[src/rtl/fht_adc_loader.sv]
// rtl/fht_adc_loader.sv - ADC sample loader feeding fht_top's four RAM banks, then triggering the transform.
// Optional FHT_LOADER_BITREV_EN: scatter the frame in bit-reversed index order.
module fht_adc_loader #(
  parameter int ADC_WIDTH = 12,
  parameter int D_BIT     = 18,
  parameter int A_BIT     = 8,
  parameter int BANK_SIZE = 256,
  parameter int DROP_W    = 16
) (
  input  logic                 iCLK,
  input  logic                 iRESET,
  input  logic                 iEN,
  input  logic                 iADC_VALID,
  input  logic [ADC_WIDTH-1:0] iADC_DATA,
  input  logic                 iFHT_RDY,
  output logic [3:0]           oWE,
  output logic [D_BIT-1:0]     oDATA,
  output logic [A_BIT-1:0]     oADDR_WR,
  output logic                 oSTART,
  output logic                 oLOADING,
  output logic                 oFRAME_DONE,
  output logic [DROP_W-1:0]    oDROP_CNT
);

  localparam int NW = A_BIT + 2;
  localparam logic [NW-1:0] N_LAST = NW'(4 * BANK_SIZE - 1);

  typedef enum logic [2:0] {
    S_LOAD,
    S_FLUSH,
    S_START,
    S_WAIT_LOW,
    S_WAIT_HIGH
  } state_t;

  state_t        state;
  logic [NW-1:0] n;
  logic [NW-1:0] idx;
  logic          accept;
  logic          drop;

`ifdef FHT_LOADER_BITREV_EN
  function automatic logic [NW-1:0] bit_rev(input logic [NW-1:0] v);
    logic [NW-1:0] r;
    for (int i = 0; i < NW; i++) r[i] = v[NW-1-i];
    return r;
  endfunction
  assign idx = bit_rev(n);
`else
  assign idx = n;
`endif

  assign accept   = iADC_VALID && (state == S_LOAD) && iEN;
  assign drop     = iADC_VALID && !accept;
  assign oLOADING = (state == S_LOAD);

  always_ff @(posedge iCLK) begin
    if (iRESET) begin
      state       <= S_LOAD;
      n           <= '0;
      oWE         <= '0;
      oDATA       <= '0;
      oADDR_WR    <= '0;
      oSTART      <= 1'b0;
      oFRAME_DONE <= 1'b0;
      oDROP_CNT   <= '0;
    end else begin
      oWE         <= '0;
      oSTART      <= 1'b0;
      oFRAME_DONE <= 1'b0;

      if (drop && (oDROP_CNT != {DROP_W{1'b1}}))
        oDROP_CNT <= oDROP_CNT + 1'b1;

      // Data and address hold between writes; only the enable is strobed.
      if (accept) begin
        oWE      <= 4'b0001 << idx[1:0];
        oADDR_WR <= idx[NW-1:2];
        oDATA    <= D_BIT'($signed(iADC_DATA));
      end

      case (state)
        S_LOAD: begin
          if (accept) begin
            if (n == N_LAST) state <= S_FLUSH;
            else             n     <= n + 1'b1;
          end
        end
        S_FLUSH: begin
          state  <= S_START;
          oSTART <= 1'b1;
        end
        S_START: state <= S_WAIT_LOW;
        // The FHT may keep reporting ready for a couple of cycles after the start pulse.
        S_WAIT_LOW: if (!iFHT_RDY) state <= S_WAIT_HIGH;
        S_WAIT_HIGH: begin
          if (iFHT_RDY) begin
            state       <= S_LOAD;
            n           <= '0;
            oFRAME_DONE <= 1'b1;
          end
        end
        default: state <= S_LOAD;
      endcase
    end
  end

endmodule

[config.mk]
export PLATFORM = sky130hd
export DESIGN_NAME = fht_adc_loader
export DESIGN_NICKNAME = d
export VERILOG_FILES = /design/src/rtl/fht_adc_loader.sv
export SDC_FILE = /design/constraint.sdc
export NUM_CORES = 1
export LEC_CHECK = 0
export CAP_MARGIN = 30
export CORE_UTILIZATION = 43
export DETAILED_ROUTE_END_ITERATION = 10
export GPL_TIMING_DRIVEN = 0
export HOLD_SLACK_MARGIN = 0.1
export PLACE_DENSITY = 0.75
export SKIP_LAST_GASP = 1
export SYNTH_ARGS = -nofsm -noshare
export SYNTH_HDL_FRONTEND = slang
export SYNTH_SLANG_ARGS = --single-unit
[constraint.sdc]
create_clock -name iCLK -period 1.6 [get_ports iCLK]
set_input_delay 0.24 -clock iCLK [delete_from_list [all_inputs] [get_ports iCLK]]
set_output_delay 0.24 -clock iCLK [all_outputs]
set_load 0.1 [all_outputs]
==> results of run 1 <==
## flip-flops by register name, indices dropped and copies added, names as in the netlist
name	count
oDROP_CNT	16
oDATA	12
idx	10
oADDR_WR	8
oWE	4
state	3
oFRAME_DONE	1
oSTART	1
## worst paths after layout
kind,startpoint,end,cells after the start
min,oADDR_WR[3],oADDR_WR[3],2
min reg2reg,oADDR_WR[3],oADDR_WR[3],2
max reg2reg,oDROP_CNT[1],oDROP_CNT[13],6
max,oDROP_CNT[1],oDROP_CNT[13],6
## cell type report
type                       instances  area share
sequential                        55       0.306
multi-input combinational        212       0.374
timing repair buffer              92       0.227
tap                               72      0.0232
buffer                            23      0.0449
clock inverter                     2     0.00323
inverter                           3     0.00290
clock buffer                       6      0.0187
## report_power, final
part           total (mW)  switching [mW]  leakage (nW)  internal (mW)
clock               0.766           0.459        0.0412          0.307
sequential           1.37          0.0161         0.463           1.36
combinational       0.440           0.310         0.824          0.130
## logic make-up after synthesis
| family | count (synthesis) | synth area share |
|---|---|---|
| AND/OR/NAND/NOR | 130 | 0.292 |
| buffers and inverters | 27 | 0.0581 |
| multiplexers | 2 | 0.0105 |
| flip-flops | 55 | 0.441 |
| AO/OA/AOI/OAI | 78 | 0.188 |
| adder cells (fa/ha/maj) | 2 | 0.0100 |
## placed cells by master, fill, tap and decap left out, types with 3 or more instances in the layout
cell type and n:
sky130_fd_sc_hd__a21oi_1 40, sky130_fd_sc_hd__and3_1 4, sky130_fd_sc_hd__buf_2 11, sky130_fd_sc_hd__buf_4 29, sky130_fd_sc_hd__buf_6 6, sky130_fd_sc_hd__clkbuf_1 5, sky130_fd_sc_hd__clkbuf_4 4, sky130_fd_sc_hd__clkbuf_8 5
sky130_fd_sc_hd__clkdlybuf4s15_2 39, sky130_fd_sc_hd__clkdlybuf4s50_1 13, sky130_fd_sc_hd__dfxtp_1 31, sky130_fd_sc_hd__dfxtp_4 22, sky130_fd_sc_hd__inv_1 3, sky130_fd_sc_hd__nand2_1 57, sky130_fd_sc_hd__nand3_1 4, sky130_fd_sc_hd__nand4_1 7
sky130_fd_sc_hd__nor2_1 10, sky130_fd_sc_hd__nor4_4 3, sky130_fd_sc_hd__nor4b_1 3, sky130_fd_sc_hd__o21ai_0 6, sky130_fd_sc_hd__o21ai_1 3, sky130_fd_sc_hd__o21ai_2 3, sky130_fd_sc_hd__o311ai_1 4, sky130_fd_sc_hd__o31ai_1 5
sky130_fd_sc_hd__or3_1 6, sky130_fd_sc_hd__or4_1 10
## routing by layer
metal	GRT usage	routed length (um)	vias to the layer above
met5	0	0	-
met2	0.365	3370	121
met4	0.0630	57	0
li1	-	-	1274
met1	0.293	3280	1233
met3	0.0500	441	7
## worst max-delay path, delay by kind of cell, from the launching register on
| family | cells | cell delay [ps] |
|---|---|---|
| multiplexers | 1 | 290 |
| flip-flops | 1 | 370 |
| AND/OR/NAND/NOR | 3 | 570 |
| adder cells (fa/ha/maj) | 1 | 130 |
| buffers and inverters | 1 | 190 |
## per-stage QoR
stage | hold slack [ps] | setup TNS (ps) | instance area, sq um | power [mW]
final | 457 | -299 | 3880 | 2.58
after global placement | 441 | -18010 | 3330 | 1.82
after detailed placement | 446 | -19070 | 3330 | 1.83
after floorplan | 317 | -13750 | 2590 | 1.70
after CTS | 426 | -362 | 3590 | 2.57
after global routing | 474 | -1710 | 3880 | 2.68
## cells in the mapped netlist, types with 3 or more instances
cell                       instances
sky130_fd_sc_hd__nand4_1           7
sky130_fd_sc_hd__inv_1             3
sky130_fd_sc_hd__nand2_1          57
sky130_fd_sc_hd__o21ai_0           7
sky130_fd_sc_hd__a21oi_1          40
sky130_fd_sc_hd__buf_2             5
sky130_fd_sc_hd__o21ai_1           5
sky130_fd_sc_hd__dfxtp_1          55
sky130_fd_sc_hd__or4_1            10
sky130_fd_sc_hd__nand3_1           5
sky130_fd_sc_hd__nor4_1            3
sky130_fd_sc_hd__buf_4             8
sky130_fd_sc_hd__o31ai_1           9
sky130_fd_sc_hd__nor2_1           12
sky130_fd_sc_hd__nor4b_1           3
sky130_fd_sc_hd__o311ai_1          4
sky130_fd_sc_hd__and3_1            5
sky130_fd_sc_hd__clkbuf_1          8
sky130_fd_sc_hd__or3_1             6
sky130_fd_sc_hd__nor4_2            3
## repair_timing
item / CTS / global route
endpoints found under the setup margin: 73 / 51
resized for setup: 183 / 46
pin swaps: 6 / 21
gates cloned: 1 / 3
setup buffers: 9 / 15
==> impl_metrics.prom, run 1 <==
# TYPE chip_impl_metric gauge
chip_impl_metric{name="numClockSinks",unit=""} 55
chip_impl_metric{name="floorplan.rows",unit=""} 27
chip_impl_info{name="root_buffer",value="sky130_fd_sc_hd__clkbuf_8"} 1
chip_impl_metric{name="multi_input_comb_area",unit="sq um"} 1450
chip_impl_info{name="clock_tree_from_tritoncts",value="built"} 1
chip_impl_metric{name="gpl.final_weighted_congestion",unit=""} 0.894
chip_impl_metric{name="layout.core_utilization",unit=""} 0.700
chip_impl_metric{name="min_period",unit="ps"} 1670
chip_impl_metric{name="finalCritPeriodShare",unit=""} 1.04
chip_impl_info{name="critical_path.cell_chain",value="ha_4 > nand4_1 > nor4_4 > buf_6 > nor4_2 > mux2_4"} 1
chip_impl_metric{name="max_clock_freq",unit="MHz"} 600
chip_impl_info{name="rsz0062_at_grt",value="true"} 1
chip_impl_metric{name="final-max-slew-violation-count",unit=""} 0
chip_impl_metric{name="synth.cell_area",unit="sq um"} 2500
chip_impl_info{name="worstSetupPathType",value="flip-flop to flip-flop"} 1
chip_impl_metric{name="layout.filler_cells",unit=""} 430
chip_impl_metric{name="initial_utilization",unit=""} 0.451
chip_impl_metric{name="synthToLayoutAreaGrowth",unit="%"} 55.3
chip_impl_metric{name="layout.cells.non_filler",unit=""} 465
chip_impl_metric{name="minimum_setup_slack_among_reg_to_reg_paths",unit="ps"} -70
chip_impl_info{name="failing_checks",value="setup timing"} 1
chip_impl_metric{name="layout_setup_ws",unit="ps"} -65.3
chip_impl_metric{name="pwr_density_cell",unit="nW/um^2"} 665
chip_impl_metric{name="cts.path.max_buffers",unit=""} 2
chip_impl_metric{name="synth_edf_count",unit=""} 0
chip_impl_metric{name="skew",unit="ps"} 5.55
chip_impl_info{name="crit_path_end_kind",value="flip-flop"} 1
chip_impl_metric{name="synth.top_cell.area_share",unit=""} 0.441
chip_impl_metric{name="ys_async_sr_fraction",unit=""} 0
chip_impl_metric{name="vias_in_the_first_global_route",unit=""} 2323
chip_impl_metric{name="report.final.hold_viol_count",unit=""} 0
chip_impl_info{name="hold_path_class",value="flip-flop to flip-flop"} 1
chip_impl_metric{name="drt-wirelength-per-cell",unit="um"} 15.4
chip_impl_metric{name="post_synth_net_total",unit=""} 313
chip_impl_metric{name="critical_path.max_fanout",unit=""} 6
chip_impl_metric{name="drive_gt1_frac",unit=""} 0.405
chip_impl_metric{name="worst_setup_hold_path_clk_slew",unit="ps"} 100
chip_impl_metric{name="gr-total-overflow",unit=""} 0
chip_impl_metric{name="die_h",unit="um"} 78.2
chip_impl_info{name="ys.flop_type",value="sky130_fd_sc_hd__dfxtp_1"} 1
chip_impl_metric{name="ys_seq_elements",unit=""} 55
chip_impl_metric{name="drv.max_cap_violation_count",unit=""} 0
chip_impl_metric{name="synth_seq_area_share",unit=""} 0.441
chip_impl_metric{name="design.core.area",unit="sq um"} 5540
chip_impl_metric{name="critPathRequiredTime",unit="ps"} 1810
chip_impl_metric{name="nNetsFinal",unit=""} 411
chip_impl_metric{name="io_buffer_count",unit=""} 64
chip_impl_metric{name="floorplan.die.width",unit="um"} 78.2
chip_impl_info{name="start_kind",value="flip-flop"} 1
chip_impl_metric{name="regArea",unit="sq um"} 1190
chip_impl_metric{name="design.portCount",unit=""} 66
chip_impl_metric{name="cts_made_buffers",unit=""} 5
chip_impl_metric{name="drtAntennaViolNets",unit=""} 0
chip_impl_info{name="synth_area_leader_cell",value="sky130_fd_sc_hd__dfxtp_1"} 1
chip_impl_metric{name="dp.cells",unit=""} 430
chip_impl_metric{name="power.leakage",unit="nW"} 1.33
chip_impl_metric{name="worstMarginPinSlew",unit="ps"} 567
chip_impl_metric{name="post_synth_inst_count",unit=""} 294
chip_impl_metric{name="grt_antenna_before_repair",unit=""} 0
chip_impl_metric{name="synthDistinctLibCells",unit=""} 47
chip_impl_metric{name="worst_ir_drop_vdd",unit="V"} 0.000396
chip_impl_metric{name="maximum_cell_stage_delay_along_the_critical_path",unit="ps"} 370
chip_impl_metric{name="grt_pass1_wl",unit="um"} 10800
chip_impl_metric{name="largest_net_degree_at_the_start_of_global_routing",unit=""} 17
chip_impl_metric{name="dp_worst_setup_slack",unit="ps"} -483
chip_impl_metric{name="viasPerCell",unit=""} 5.67
chip_impl_metric{name="totalWireLength",unit="um"} 7150
chip_impl_metric{name="report.final.setup_viol",unit=""} 9
chip_impl_info{name="synth.top_cells.by_area",value="sky130_fd_sc_hd__dfxtp_1 (44%), sky130_fd_sc_hd__nand2_1 (8.6%), sky130_fd_sc_hd__a21oi_1 (8.0%)"} 1
chip_impl_metric{name="drt_pre_antenna_iters",unit=""} 4
chip_impl_metric{name="globalRouteTotalUtil",unit=""} 0.223
chip_impl_metric{name="maxSlewHeadroom",unit=""} 0.623
chip_impl_metric{name="h-tree-depth",unit=""} 2
chip_impl_info{name="slowest_stage",value="sky130_fd_sc_hd__dfxtp_4"} 1
chip_impl_metric{name="place.detailed.hpwl",unit="um"} 4520
chip_impl_metric{name="num_vias",unit=""} 2635
chip_impl_metric{name="full_die_area",unit="sq um"} 6110
chip_impl_metric{name="synth-warning-count",unit=""} 0
chip_impl_metric{name="synthesis.area_per_instance",unit="sq um"} 8.49
chip_impl_metric{name="drc",unit=""} 0
chip_impl_metric{name="clock_latency",unit="ps"} 310
chip_impl_info{name="status",value="finished with violations"} 1
chip_impl_metric{name="holdBufCountCts",unit=""} 0
chip_impl_metric{name="initialDrtViolationCount",unit=""} 177
chip_impl_metric{name="worst-endpoint-arrival",unit="ps"} 1870
chip_impl_metric{name="num_antenna_cells",unit=""} 0
Power figures use the tool's default switching activity.
==> inputs of run 2 (changes only) <==
- CAP_MARGIN: 30 -> not set
==> results of run 2 <==
Final layout, timing and power as in run 1 (identical DEF).
